[src/rtl/bcd_converter_seq.sv]
`default_nettype none
// ============================================================================
//  Module      : bcd_converter_seq
//  Description : Sequential binary-to-BCD converter using the double-dabble
//                algorithm. One shift-and-add-3 step per clock cycle, so a
//                conversion takes WIDTH cycles. Conversions can be started
//                with a start pulse, or launched automatically whenever the
//                binary input changes. The result register only updates
//                when a conversion completes, so a display never shows a
//                partial value.
//  Revision    : 1.0 - initial release
// ============================================================================
module bcd_converter_seq #(
  parameter int WIDTH  = 32,
  parameter int DIGITS = 10
) (
  input  logic                  clk,
  input  logic                  rst_n,
  input  logic                  start_i,
  input  logic                  auto_en_i,
  input  logic [WIDTH-1:0]      bin_i,
  output logic [4*DIGITS-1:0]   bcd_o,
  output logic                  busy_o,
  output logic                  done_o,
  output logic                  valid_o
);

  localparam int c_CNT_W = $clog2(WIDTH + 1);
  localparam int c_BCD_W = 4 * DIGITS;

  localparam logic [0:0] c_ST_IDLE = 1'b0;
  localparam logic [0:0] c_ST_CONV = 1'b1;

  // Counter value on the last double-dabble step of a conversion.
  localparam logic [c_CNT_W-1:0] c_LAST_STEP = c_CNT_W'(WIDTH - 1);

  logic [0:0]         state_q,    state_d;
  logic [WIDTH-1:0]   shift_q,    shift_d;
  logic [c_BCD_W-1:0] scratch_q,  scratch_d;
  logic [WIDTH-1:0]   last_bin_q, last_bin_d;
  logic [c_CNT_W-1:0] cnt_q,      cnt_d;
  logic [c_BCD_W-1:0] bcd_q,      bcd_d;
  logic               done_q,     done_d;
  logic               valid_q,    valid_d;

  logic               w_launch;
  logic               w_last_step;
  logic [c_BCD_W-1:0] w_adj;
  logic [c_BCD_W-1:0] w_step;

  // A start request and an auto-trigger in the same cycle collapse into one launch.
  assign w_launch    = start_i | (auto_en_i & (bin_i != last_bin_q));
  assign w_last_step = (cnt_q == c_LAST_STEP);

  // Add-3 correction: any digit >= 5 would become >= 10 after the shift.
  for (genvar d = 0; d < DIGITS; d++) begin : g_digit_adj
    assign w_adj[4*d +: 4] = (scratch_q[4*d +: 4] >= 4'd5) ?
                             (scratch_q[4*d +: 4] + 4'd3) :
                              scratch_q[4*d +: 4];
  end

  // Shift the corrected scratch left, feeding in the binary MSB.
  assign w_step = {w_adj[c_BCD_W-2:0], shift_q[WIDTH-1]};

  // State register.
  always_ff @(posedge clk or negedge rst_n) begin
    if (!rst_n) begin
      state_q <= c_ST_IDLE;
    end else begin
      state_q <= state_d;
    end
  end

  // Next-state logic: launch from IDLE, return after the final step.
  always_comb begin
    state_d = state_q;
    case (state_q)
      c_ST_IDLE: if (w_launch)    state_d = c_ST_CONV;
      c_ST_CONV: if (w_last_step) state_d = c_ST_IDLE;
      default:                    state_d = c_ST_IDLE;
    endcase
  end

  // Datapath/output next values: capture on launch, one dabble step per CONV cycle.
  always_comb begin
    shift_d    = shift_q;
    scratch_d  = scratch_q;
    last_bin_d = last_bin_q;
    cnt_d      = cnt_q;
    bcd_d      = bcd_q;
    done_d     = 1'b0;
    valid_d    = valid_q;
    case (state_q)
      c_ST_IDLE: begin
        if (w_launch) begin
          shift_d    = bin_i;
          last_bin_d = bin_i;
          scratch_d  = '0;
          cnt_d      = '0;
        end
      end
      c_ST_CONV: begin
        shift_d   = shift_q << 1;
        scratch_d = w_step;
        if (w_last_step) begin
          // Hold the counter at its final value rather than wrapping.
          bcd_d   = w_step;
          done_d  = 1'b1;
          valid_d = 1'b1;
        end else begin
          cnt_d = cnt_q + c_CNT_W'(1);
        end
      end
      default: begin
        done_d = 1'b0;
      end
    endcase
  end

  // Datapath registers, all cleared asynchronously so a reset aborts a conversion.
  always_ff @(posedge clk or negedge rst_n) begin
    if (!rst_n) begin
      shift_q    <= '0;
      scratch_q  <= '0;
      last_bin_q <= '0;
      cnt_q      <= '0;
      bcd_q      <= '0;
      done_q     <= 1'b0;
      valid_q    <= 1'b0;
    end else begin
      shift_q    <= shift_d;
      scratch_q  <= scratch_d;
      last_bin_q <= last_bin_d;
      cnt_q      <= cnt_d;
      bcd_q      <= bcd_d;
      done_q     <= done_d;
      valid_q    <= valid_d;
    end
  end

  assign bcd_o   = bcd_q;
  assign busy_o  = (state_q == c_ST_CONV);
  assign done_o  = done_q;
  assign valid_o = valid_q;

endmodule
`default_nettype wire

[config.mk]
export PLATFORM = sky130hd
export DESIGN_NAME = bcd_converter_seq
export DESIGN_NICKNAME = d
export VERILOG_FILES = /design/src/rtl/bcd_converter_seq.sv
export SDC_FILE = /design/constraint.sdc
export NUM_CORES = 1
export LEC_CHECK = 0
export ABC_AREA = 1
export CAP_MARGIN = 15
export CORE_MARGIN = 2
export CORE_UTILIZATION = 50
export DETAILED_ROUTE_END_ITERATION = 6
export PLACE_DENSITY = 0.69
export SYNTH_ARGS = -nofsm -noshare
export SYNTH_HDL_FRONTEND = slang
export SYNTH_SLANG_ARGS = --single-unit
[constraint.sdc]
create_clock -name clk -period 1.8 [get_ports clk]
set_clock_uncertainty 0.05 [all_clocks]
set_input_delay 0.18 -clock clk [delete_from_list [all_inputs] [get_ports clk]]
set_output_delay 0.18 -clock clk [all_outputs]
set_load 0.05 [all_outputs]
==> qor.yml <==
place:
  dp_cells: 1166
  placement.io_buffers: 78
  placedInstanceArea_um2: 8850
  hpwl_um: 10200
  gp_congestion: 0.796
timing:
  minimum_period_implied_by_the_final_worst_setup_slack_ns: 1.90
  slew-limit-headroom_pct: 66.0
  post-route-period-util_pct: 105
  pnr_worst_setup_slack_ns: -0.0974
  hold_viol_final: 0
  finalSetupViolations: 62
  worst-slew-pin-transition_ns: 0.512
  rsz0062_at_grt: "true"
  setup-tns-final_ns: -2.95
  top_achievable_clock_speed_ghz: 0.527
  slew_viol_final: 0
cells_and_area:
  diodes: 0
  finish.instance_area_um2: 10500
  syn_to_final_growth_pct: 36.1
  layout_common_cells: "227 x nand2_1, 152 x dfrtp_1, 117 x inv_1"
  most_common_cell_after_layout_fill_and_taps_aside: "nand2_1"
  final_nets: 1091
  multi_input_comb_area_um2: 3600
  layoutNonFillerInstCount: 1235
  num-fill-cells: 1156
  drive_above_1_share_pct: 24.7
  sequential_cell_area_um2: 3830
outcome:
  outcome: "finished with violations"
  failing_checks: "setup timing"
floorplan:
  rows: 45
  io_pins: 79
  die_y_um: 128
  die_x_um: 128
  initial_core_util_pct: 51.0
  design.die.area_um2: 16400
  core_area_um2: 15100
yosys:
  main_combinational_cell_family_by_area_after_synthesis: "simple AND/OR/NAND/NOR gates"
  synth_top_cell_by_area: "dfrtp_1"
  syn_area_um2: 7720
  synth_compound_area_share_pct: 16.9
  yosys_most_used_dff: "dfrtp_1"
  yosys.area_share.adder_pct: 3.40
  synth_warnings: 0
  seq_area_frac_synth_pct: 49.6
  portion_of_netlist_area_occupied_by_mux_cells_pct: 0
  synth_area_per_cell_um2: 8.51
  synth.ff_latch_count: 153
  number_of_flops_mapped_to_enable_cells_by_yosys: 0
  synth_top_cell_area_share_pct: 49.6
  synth_nets: 964
  yosysUniqueCellTypes: 25
  syn-instance-count: 907
  synth-async-reset-ratio_pct: 100
  yosys.area_share.xor_xnor_pct: 3.74
  synth_simple_gate_area_share_pct: 17.1
  netlist_top_cells_area: "dfrtp_1 50%, nand2_1 14%, o22ai_2 6.3%"
critical_path:
  worst-endpoint-arrival_ns: 2.21
  slowest_delay_ns: 0.39
  worst_path_cell_trace: "ha_2 -> nand2_2 -> nor2_2 -> inv_2 -> nor2_2 -> inv_2 -> nor3_4 -> clkinv_4 -> buf_16 -> nand2_8 -> nand2_2 -> nand2_1"
  reg2reg_depth: 12
  crit_path_max_fo: 6
  critical_path.startpoint_type: "flop"
  cp.buffers_inverters: 4
  reg2reg_to: "cnt_q[3]"
  r2r_setup_slack_ns: -0.1
  worst_ep_required_time_ns: 2.11
  critical_path.top_delay_family: "simple AND/OR/NAND/NOR gates"
  cpMaxStageDelayCell: "dfrtp_1"
  timing.rr.start: "cnt_q[0]"
  criticalPathCategory: "flop to flop"
  worstSetupEndpointType: "flop"
global_route:
  grt_antenna_before_repair: 0
  grt_pass1_vias: 5634
  gr-usage-all-layers_pct: 20.2
  congestion_overflow_gr: 0
  grt_pass1_wl_um: 26600
  grt_max_degree: 81
pwr:
  power_frac_seq_pct: 32.2
  power_frac_clock_pct: 18.4
  switch_share_pct: 43.3
  vdd_ir_drop_max_mv: 0.998
  power_frac_comb_pct: 49.4
  power.net_switching_mw: 8.33
  finalPower_mw: 19.2
  power_report.internal_total_mw: 10.9
  pwrdens_nw_per_um2: 1830
  p_leak_nw: 5.36
detailed_routing:
  routed_length_per_instance_um: 15.4
  postRouteAntennaNets: 0
  met3_length_um: 905
  wl_met1_um: 8830
  met2RoutedLength_um: 8910
  top_layer_used: "met4"
  detail_route.vias_per_cell: 5.16
  route.final.wire_length_um: 19000
  via_count: 6372
  remaining_drc_errors: 0
  drt_first_pass_iters: 5
  iteration_0_drc_count_of_the_detailed_router: 534
clock_tree:
  cts_sinks: 153
  insertion_delay_ns: 0.42
  cts_tree: "yes"
  cts-htree-levels: 4
  cts.reportedPaths.clkPinSlew_ns: 0.06
  cts_inserted_buffers: 17
  cts_root_buf: "clkbuf_16"
  clockBufferDepth: 2
worst_hold_path:
  min-delay-path-class: "input port to async pin"
flow_run:
  max_cap_violations: 0
-- stage by stage --
step	setup slack, ns	utilization [%]	hold WS (ns)
after floorplan	0.105	-	-0.166
after global placement	-0.297	58.5	0.119
after detailed placement	-0.324	58.5	0.119
after CTS	0.00187	62.4	0.224
after global routing	-0.207	69.4	0.257
final	-0.0974	69.4	0.226
-- how the worst max path moves through the flow --
stage,start,end,slack (ns),depth (start not counted)
CTS,last_bin_q[26],last_bin_q[10],0.002,11
global placement,bin_i[25],last_bin_q[15],-0.30,12
detailed placement,bin_i[26],last_bin_q[10],-0.32,12
floorplan,busy_o,bcd_o[10],0.11,6
global route,cnt_q[1],bcd_o[26],-0.21,11
finish,cnt_q[0],cnt_q[3],-0.1,12
-- Yosys cell counts, types with 3 or more instances --
master and instances:
a21oi_1 29, buf_2 12, buf_4 3, buf_6 9, clkbuf_1 10, dfrtp_1 153
ha_1 21, inv_1 117, inv_2 13, nand2_1 293, nand3_1 7, nor2_1 15
o21ai_0 91, o21ai_1 43, o22ai_2 39, or2_2 12, xnor2_1 23, xor2_1 10
-- registers in the layout (all words and copies together) (netlist names) --
signal,flops
cnt_q,6
done_o,1
last_bin_q,32
valid_o,1
shift_q,32
bcd_o,40
busy_o,1
scratch_q,40
-- cells by family (layout without fill, tap and decap cells) --
kind of cell	after synthesis	after routing
adders and majority gates	21	21
buffers and inverters	166	306
AOI/OAI and AO/OA	202	202
and+or+nand+nor	332	332
xor gates and xnor gates	33	33
DFF	153	153
-- layout make-up --
cell class	instances	share of cell area (%)
inverter	130	4.81
clock buffer	18	4.18
tap	188	2.24
sequential	153	36.4
multi-input combinational	588	34.2
clock inverter	14	1.42
timing repair buffer	142	16.5
timing repair inverter	2	0.167
-- power by group through the flow --
stage / clock [mW] / sequential (mW) / combinational [mW]
finish: 3.54 / 6.19 / 9.50
detailed placement: 0 / 6.04 / 8.58
global route: 3.76 / 6.38 / 10.6
global placement: 0 / 6.01 / 8.35
CTS: 3.61 / 6.00 / 8.39
floorplan: 0 / 7.24 / 5.13
-- repair_timing --
item | in CTS | in global routing
resized for setup | 48 | 158
gates cloned | 1 | 24
hold buffers | 1 | 0
pin swaps | 1 | 9
setup endpoints to repair | 108 | 152
setup buffers | 0 | 11
endpoints found under the hold margin | 46 | 0
-- layer usage --
| layer | up-vias | track usage, % |
|---|---|---|
| met4 | 0 | 7.24 |
| met1 | 3079 | 28.0 |
| met3 | 24 | 4.47 |
| met5 | - | 0 |
| li1 | 3124 | - |
| met2 | 145 | 31.4 |
No activity file was read; power rests on OpenSTA's default activity.
